File: src/rtl/mode_seq_pkg.sv
// mode_seq_pkg: shared types and 7-segment constants for the mode sequencer.
package mode_seq_pkg;
    localparam logic [7:0] SEG_OFF = 8'hFF;
    localparam logic [3:0][7:0] SEG_MODE = {8'b11111111, 8'b01001001, 8'b00010001, 8'b10000101};
    typedef logic [1:0] mode_t;
    typedef enum logic {S_RUN, S_BLANK} state_t;
endpackage

File: src/rtl/btn_debouncer.sv
// btn_debouncer: 2-FF synchronizer, stability counter and press (falling-edge) strobe.
module btn_debouncer #(
    parameter int DEBOUNCE_CYCLES = 500000
) (
    input  logic clk,
    input  logic reset,
    input  logic btn_n,
    output logic level,
    output logic press_evt
);
    localparam int CW = $clog2(DEBOUNCE_CYCLES + 1);
    localparam logic [CW-1:0] CNT_LAST = CW'(DEBOUNCE_CYCLES - 1);
    logic sync1_q, sync2_q, level_q, press_q;
    logic [CW-1:0] cnt_q;
    always_ff @(posedge clk or posedge reset) begin
        if (reset) begin
            sync1_q <= 1'b1;
            sync2_q <= 1'b1;
            level_q <= 1'b1;
            press_q <= 1'b0;
            cnt_q   <= '0;
        end else begin
            sync1_q <= btn_n;
            sync2_q <= sync1_q;
            press_q <= 1'b0;
            // any sample matching the current level is a bounce and restarts the count
            if (sync2_q == level_q) cnt_q <= '0;
            else if (cnt_q == CNT_LAST) begin
                cnt_q   <= '0;
                level_q <= sync2_q;
                press_q <= ~sync2_q;
            end else cnt_q <= cnt_q + CW'(1);
        end
    end
    assign level     = level_q;
    assign press_evt = press_q;
endmodule

File: src/rtl/mode_sequencer.sv
// mode_sequencer: debounced button cycles display modes, muxes the selected
// source digits onto seg1/seg0 and blanks them for a while after each change.
module mode_sequencer
    import mode_seq_pkg::*;
#(
    parameter int NUM_MODES       = 3,
    parameter int DEBOUNCE_CYCLES = 500000,
    parameter int BLANK_CYCLES    = 50000
) (
    input  logic                      clk,
    input  logic                      reset,
    input  logic                      btn_n,
    input  logic [NUM_MODES-1:0][7:0] src_seg1,
    input  logic [NUM_MODES-1:0][7:0] src_seg0,
    output logic [7:0]                seg3,
    output logic [7:0]                seg1,
    output logic [7:0]                seg0,
    output mode_t                     mode,
    output logic                      mode_pulse
);
    localparam int BW = $clog2(BLANK_CYCLES + 1);
    localparam logic [BW-1:0] BLANK_LOAD = BW'(BLANK_CYCLES);
    logic btn_level, press_evt, pulse_q;
    mode_t mode_q, nxt_mode;
    state_t state_q;
    logic [BW-1:0] cnt_q;
    logic [7:0] seg3_q, seg1_q, seg0_q, src1, src0;
    btn_debouncer #(.DEBOUNCE_CYCLES(DEBOUNCE_CYCLES)) u_deb (
        .clk      (clk),
        .reset    (reset),
        .btn_n    (btn_n),
        .level    (btn_level),
        .press_evt(press_evt)
    );
    // modes without a source (illegal index) show blank digits
    always_comb begin
        src1 = SEG_OFF;
        src0 = SEG_OFF;
        for (int i = 0; i < NUM_MODES; i++)
            if (mode_q == mode_t'(i)) begin
                src1 = src_seg1[i];
                src0 = src_seg0[i];
            end
    end
    assign nxt_mode = (mode_q >= mode_t'(NUM_MODES - 1)) ? '0 : mode_q + 1'b1;
    always_ff @(posedge clk or posedge reset) begin
        if (reset) begin
            state_q <= S_BLANK;
            cnt_q   <= BLANK_LOAD;
            mode_q  <= '0;
            seg3_q  <= SEG_MODE[0];
            seg1_q  <= SEG_OFF;
            seg0_q  <= SEG_OFF;
            pulse_q <= 1'b0;
        end else begin
            pulse_q <= 1'b0;
            if (state_q == S_RUN) begin
                seg1_q <= src1;
                seg0_q <= src0;
                if (press_evt && !btn_level) begin
                    mode_q  <= nxt_mode;
                    seg3_q  <= SEG_MODE[nxt_mode];
                    pulse_q <= 1'b1;
                    cnt_q   <= BLANK_LOAD;
                    state_q <= S_BLANK;
                    seg1_q  <= SEG_OFF;
                    seg0_q  <= SEG_OFF;
                end
            end else begin
                seg1_q <= SEG_OFF;
                seg0_q <= SEG_OFF;
                if (cnt_q == BW'(1)) state_q <= S_RUN;
                else cnt_q <= cnt_q - BW'(1);
            end
        end
    end
    assign seg3       = seg3_q;
    assign seg1       = seg1_q;
    assign seg0       = seg0_q;
    assign mode       = mode_q;
    assign mode_pulse = pulse_q;
endmodule

File: config.mk
export PLATFORM = sky130hd
export DESIGN_NAME = mode_sequencer
export DESIGN_NICKNAME = d
export VERILOG_FILES = /design/src/rtl/mode_seq_pkg.sv /design/src/rtl/btn_debouncer.sv /design/src/rtl/mode_sequencer.sv
export SDC_FILE = /design/constraint.sdc
export NUM_CORES = 1
export LEC_CHECK = 0
export BUFFER_PORTS_ARGS = -buffer_cell sky130_fd_sc_hd__buf_2
export CAP_MARGIN = 20
export CORE_MARGIN = 4
export CORE_UTILIZATION = 30
export CTS_CLUSTER_SIZE = 40
export DETAILED_ROUTE_END_ITERATION = 12
export GPL_TIMING_DRIVEN = 0
export PLACE_DENSITY_LB_ADDON = 0.15
export SLEW_MARGIN = 20
export SYNTH_ARGS = -nofsm -noshare
export SYNTH_HDL_FRONTEND = slang
export SYNTH_HIERARCHICAL = 1
export SYNTH_SLANG_ARGS = --single-unit
File: constraint.sdc
create_clock -name clk -period 3.7 [get_ports clk]
set_input_delay 0.37 -clock clk [delete_from_list [all_inputs] [get_ports clk]]
set_output_delay 0.37 -clock clk [all_outputs]
set_load 0.01 [all_outputs]
==> run metrics, run 1 <==
total global-route track usage 0.120; Slew HR 0.405; final setup fails 0; Setup Fix Bufs, Post-CTS 0; Crit Path Category register to register; Buffers on Ports 76; post-route cell area 0.00385 mm²; Area after DPL 0.00368 mm²; hold buffer count at CTS 0; setup TNS 0 ps; crit-path max cell delay 420 ps; critical path capture point type register; largest net degree at the start of global routing 34; Syn Area/Cell 10.5 µm²; Static Leak 1.78 nW; post-layout util 0.387; Synth cell types 50; area share of fa/ha/maj cells after synthesis 0.0161; mux contribution to synthesized area 0.0774; Post-synth top flop dfrtp_1; CTS Buffer Depth 2; Root Buffer clkbuf_8; crit path DAT 2360 ps; simple-gate share of the synthesized area 0.230; RSZ-0062 raised after global routing false; Power per Cell Area 338 mW/mm²; peak supply drop 113 µV; Worst-Skew Late Latency 330 ps; DRT Wirelength 7160 µm; main combinational cell family by area after synthesis simple AND/OR/NAND/NOR gates; Slew Limit Fails 0; GRT overflow 0; crit share post-route 0.567; Post-CTS Resized 0; asr flop ratio synth 1.00; mapped cell area 0.00312 mm²; layout cells sized above 1 0.402; Met2 Wirelength 3010 µm; Routed Antenna Nets 0; worst-path maximum fanout 10; compound-gate portion of the synthesized area 0.0923; Clock Sinks 61; final net count 441; Mapped Nets 353; outcome finished clean; vias in the first global route 2301; die area 0.0121 mm²; Crit path top cell by count clkbuf_1; FMAX 0.477 GHz; met1 wire length 3400 µm; Pwr Total 1.30 mW; wire length of the first global-routing pass 11100 µm; Avg Vias per Cell 4.70; detail-routed net length per standard cell 13.7 µm; top sig layer met4; YS warnings 6; Inserted Diodes 0; Clock transition at path regs 80 ps; Num CTS Buffers 9; Post-Synth XOR/XNOR Area 0.0421; Worst Tran Pin Value 891 ps; drt pass-1 iters 5; die width 110 µm; Final GP Congestion 0.750; Detail Placement HPWL 5260 µm; TritonCTS clock tree built; # IOs 78; initial core utilization 0.313; max-cap violations 0; drt drc 0; # rows 36; drt first-iter violations 79; area of the core 0.00995 mm²; synthesized netlist cell count 298; Vias 2463; WL met3 598 µm; post-place setup slack 1600 ps; CP Data Required Time 3970 ps; Synth-to-Final Area Change 23.6%; EDFF count, synth 0; Inst Count DP 508; HP Class input port to async pin; Hold Fails Final Rpt 0; Seq cells post-synth 61; critical-path cell list clkbuf_1 -> nand2b_1 -> clkbuf_1 -> buf_1 -> inv_1 -> ha_1 -> o21ai_0; post-route setup slack 1600 ps; initial antenna violation count 0; CP max-delay cell dfrtp_1; sequential share of the synthesized area 0.500; die height 110 µm; Fin Hold WS 126 ps; CP startpoint kind register; CTS H-tree lvls 3; non-filler instance count after layout 524; Worst Skew 10.9 ps; post-layout minimum cycle time 2100 ps
[layout by cell type (no fill, tap or decap), drive strengths merged, types with 3 or more instances in the layout]
| cell type | count |
|---|---|
| a21oi | 9 |
| and3 | 3 |
| buf | 88 |
| clkbuf | 16 |
| clkinv | 3 |
| dfrtp | 34 |
| dfstp | 27 |
| ha | 4 |
| inv | 10 |
| mux2 | 17 |
| mux2i | 5 |
| nand2 | 42 |
| nand3 | 13 |
| nand4 | 5 |
| nand4b | 3 |
| nor2 | 24 |
| nor3 | 4 |
| nor4 | 10 |
| o21ai | 8 |
| o22ai | 16 |
| o31ai | 4 |
| or4 | 7 |
| xnor2 | 13 |
[metal layers]
layer	vias up	track usage
li1	1238	-
met1	1134	0.158
met2	80	0.175
met3	11	0.0329
met4	0	0.0686
met5	-	0
[final timing paths]
check                              startpoint        endpoint  slack (ps)  cells after the start
worst min-delay path                    reset         seg1[7]         130                      2
worst max register to register        mode[0]         seg3[2]        1600                      7
worst max-delay path                  mode[0]         seg3[2]        1600                      7
min in group clk                        btn_n   u_deb/sync1_q         130                      1
worst min register to register  u_deb/sync1_q   u_deb/sync2_q         360                      0
max in group asynchronous               reset  u_deb/cnt_q[0]        2900                      2
[report_power, final]
part / total, mW / switching [mW] / internal (mW)
Sequential: 0.694 / 0.00653 / 0.688
Combinational: 0.0867 / 0.0430 / 0.0437
Clock: 0.524 / 0.264 / 0.259
Total: 1.30 / 0.314 / 0.991
[cells in the mapped netlist (all sizes together), types with 2 or more instances]
cell	n	share of area
ha	4	0.016
or3b	2	0.0056
nor4	10	0.037
dfstp	27	0.23
buf	11	0.022
xnor2	13	0.037
xor2	2	0.0056
a21oi	9	0.014
o211ai	2	0.0048
clkbuf	4	0.0048
nand4	5	0.020
nand2	42	0.051
mux2i	5	0.016
o31ai	4	0.0096
nand3	13	0.022
nand2b	2	0.0040
or3	2	0.0040
inv	10	0.012
or4	7	0.018
mux2	17	0.061
nor3	4	0.0064
and3	3	0.0060
nor2	24	0.029
o21ai	8	0.013
o22ai	16	0.032
nor3b	2	0.0048
dfrtp	34	0.27
nand4b	3	0.0084
[layout make-up]
type,count,area [µm²]
multi-input cells,211,1430
repair buffers,77,400
plain buffers,15,83.8
fillers,979,6100
flip-flops and latches,61,1560
inverters,11,41.3
well taps,133,166
clock inverters,4,25.0
clock buffers,12,145
[critical path: cells and delay by family (launching register included)]
family	cells	cell delay, ps
buf+inv	4	1050
flops	1	420
fa+ha+maj	1	270
compound gates	1	160
simple gates	1	120
[cell families after synthesis]
kind of cell               Yosys count
buffers and inverters               26
adders and majority gates            4
and+or+nand+nor                    124
xor gates and xnor gates            15
muxes                               22
AOI/OAI and AO/OA                   45
DFF                                 61
other                                1
[sequential cells by signal (all words and copies together), names as in the netlist, 3 cells and up]
signal / cells
seg1: 8
u_deb/cnt_q: 19
seg0: 8
seg3: 3
cnt_q: 16
Power figures use the tool's default switching activity.
==> run 2, diff against run 1 <==
Clock period 3.7 ns to 1.75 ns, I/O delays scaled along.
==> run 2 against run 1 <==
Effect of this change:
- worst hold slack got worse by 38 ps
- sequential power rose by 110%
- die area did not move
- cell count rose by 3.4%
- critical path type unchanged
- power rose by 140%
- fmax rose by 24%
- clock-buffer cell count did not move
- critical endpoint is now cnt_q[11]
- clock skew fell by 1.9 ps
==> run metrics, run 2 (synthesis gave the netlist of run 1 again) <==
outcome finished clean; Worst Tran Pin Value 909 ps (+17.6 ps); commonest non-fill, non-tap cell in the layout buf_2; Worst Skew 9.07 ps (-1.88 ps); CP startpoint kind register; Slew Limit Fails 0 (unchanged); Fin Hold WS 87.5 ps (-38.1 ps); TritonCTS clock tree built; crit path DAT 1900 ps (-460 ps); RSZ-0062 raised after global routing true; Power per Cell Area 738 mW/mm² (+120%); CP Data Required Time 1950 ps (-2020 ps); WHS Endpoint seg0[1]; Crit Path Category register to register; Routed Antenna Nets 0 (unchanged); DRT Wirelength 7380 µm (+3.2%); Synth-to-Final Area Change 34.3%; initial core utilization 0.313 (unchanged); layout cells sized above 1 0.496 (+0.0948); Clock transition at path regs 70 ps (about the same); WHS Path Cells 3; drt drc 0 (unchanged); non-filler instance count after layout 542 (+3.4%); Num CTS Buffers 9 (unchanged); post-layout minimum cycle time 1700 ps (-401 ps); die width 110 µm (unchanged); vias in the first global route 2513 (+9.2%); multi-input logic area 0.00155 mm² (+7.9%); peak supply drop 291 µV (+160%); drt pass-1 iters 4 (-1); critical path capture point type register; wire length of the first global-routing pass 12000 µm (+8.1%); # IOs 78 (unchanged); register with the most flip-flops u_deb/cnt_q; CTS Buffer Depth 2 (unchanged); crit share post-route 0.970 (+0.403); Inserted Diodes 0 (unchanged); Pwr Total 3.09 mW (+140%); RR Startpoint state_q; drt first-iter violations 86 (+8.9%); top flop regs u_deb/cnt_q: 19 flops, cnt_q: 16 flops; HP Class input port to register; final setup fails 0 (unchanged); Buffers on Ports 76 (unchanged); post-place setup slack -188 ps (-1780 ps); max-cap violations 0 (unchanged); Reg area 0.00157 mm² (+0.32%); Avg Vias per Cell 4.66 (-0.81%); area of the core 0.00995 mm² (unchanged); die area 0.0121 mm² (unchanged); Worst-Skew Late Latency 330 ps (about the same); Detail Placement HPWL 5290 µm (+0.45%); # fillers 977 (-0.20%); final net count 459 (+4.1%); initial antenna violation count 0 (unchanged); worst-path maximum fanout 6 (-4); Final GP Congestion 0.746 (-0.56%); Clock Sinks 61 (unchanged); R2R setup slack 50 ps (-1550 ps); Root Buffer clkbuf_8; post-route setup slack 52.0 ps (-1550 ps); Vias 2527 (+2.6%); max FFs per register 19 (unchanged); worst min-delay path startpoint src_seg0[9]; die height 110 µm (unchanged); FMAX 0.589 GHz (+24%); Static Leak 1.94 nW (+9.2%); Reg-to-Reg End cnt_q[11]; Inst Count DP 508 (unchanged); CTS H-tree lvls 3 (unchanged); most frequent cells in the layout 78 x buf_2, 40 x nand2_1, 30 x dfrtp_1; setup TNS 0 ps (unchanged); # rows 36 (unchanged); Hold Fails Final Rpt 0 (unchanged); total global-route track usage 0.128 (+0.00886); Slew HR 0.394 (-0.0118); cells on worst reg2reg path 3 (-4); largest net degree at the start of global routing 35 (+2.9%); detail-routed net length per standard cell 13.6 µm (-0.23%); GRT overflow 0 (unchanged)
==> run 2: changes by cell type in the layout (fill, tap and decap cells not counted), moves of 3 or more <==
cell / delta
clkbuf_1: -4
buf_4: +17
or4_4: +3
dfrtp_2: +4
dfrtp_1: -4
or4_1: -3
==> run 2: final cells by class <==
| cell class | count | area share |
|---|---|---|
| buffer | 13 | 0.0206 |
| clock buffer | 12 | 0.0371 |
| clock inverter | 4 | 0.0167 |
| inverter | 11 | 0.0102 |
| multi-input combinational | 211 | 0.369 |
| sequential | 61 | 0.374 |
| tap | 133 | 0.0397 |
| timing repair buffer | 97 | 0.133 |
==> run 2: per-stage QoR <==
step / util / cell area [µm²]
after CTS: 0.407 / 4050
final: 0.421 / 4190
after floorplan: - / 3120
after global routing: 0.421 / 4190
after global placement: 0.368 / 3670
after detailed placement: 0.370 / 3690
==> run 2: worst max-delay path by stage <==
stage / depth (start not counted) / start / end / slack (ps)
floorplan: 7 / seg3[6] / seg3[2] / 20
global placement: 5 / u_deb/cnt_q[11] / u_deb/cnt_q[8] / -170
detailed placement: 7 / seg3[6] / seg3[2] / -190
CTS: 4 / state_q / cnt_q[11] / 5
global route: 4 / cnt_q[7] / cnt_q[12] / -70
finish: 3 / state_q / cnt_q[11] / 50
==> run 2: repair_timing <==
item,4_1_cts,5_1_grt
gates cloned,0,0
hold buffers,2,0
endpoints found under the hold margin,19,0
pin swaps,3,10
endpoints found under the setup margin,34,44
setup buffers,11,7
resized for setup,11,24
==> run 2: power breakdown <==
group | total [mW] | switching [mW] | internal [mW]
registers | 1.47 | 0.0115 | 1.45
logic | 0.204 | 0.0967 | 0.107
clock network | 1.42 | 0.546 | 0.876
total | 3.09 | 0.654 | 2.44
==> run 2: worst max-delay path: stages (launching register included) <==
cell and delay (ps):
dfstp_2 590, or3b_2 520, o311ai_1 350, o31ai_2 120
==> run 2: layer usage <==
layer | vias up | wire, µm | global-route usage | share of wire
li1 | 1276 | - | - | -
met1 | 1168 | 3590 | 0.168 | 0.49
met2 | 75 | 3120 | 0.202 | 0.42
met3 | 8 | 596 | 0.0370 | 0.081
met4 | 0 | 78 | 0.0463 | 0.011
met5 | - | 0 | 0 | 0
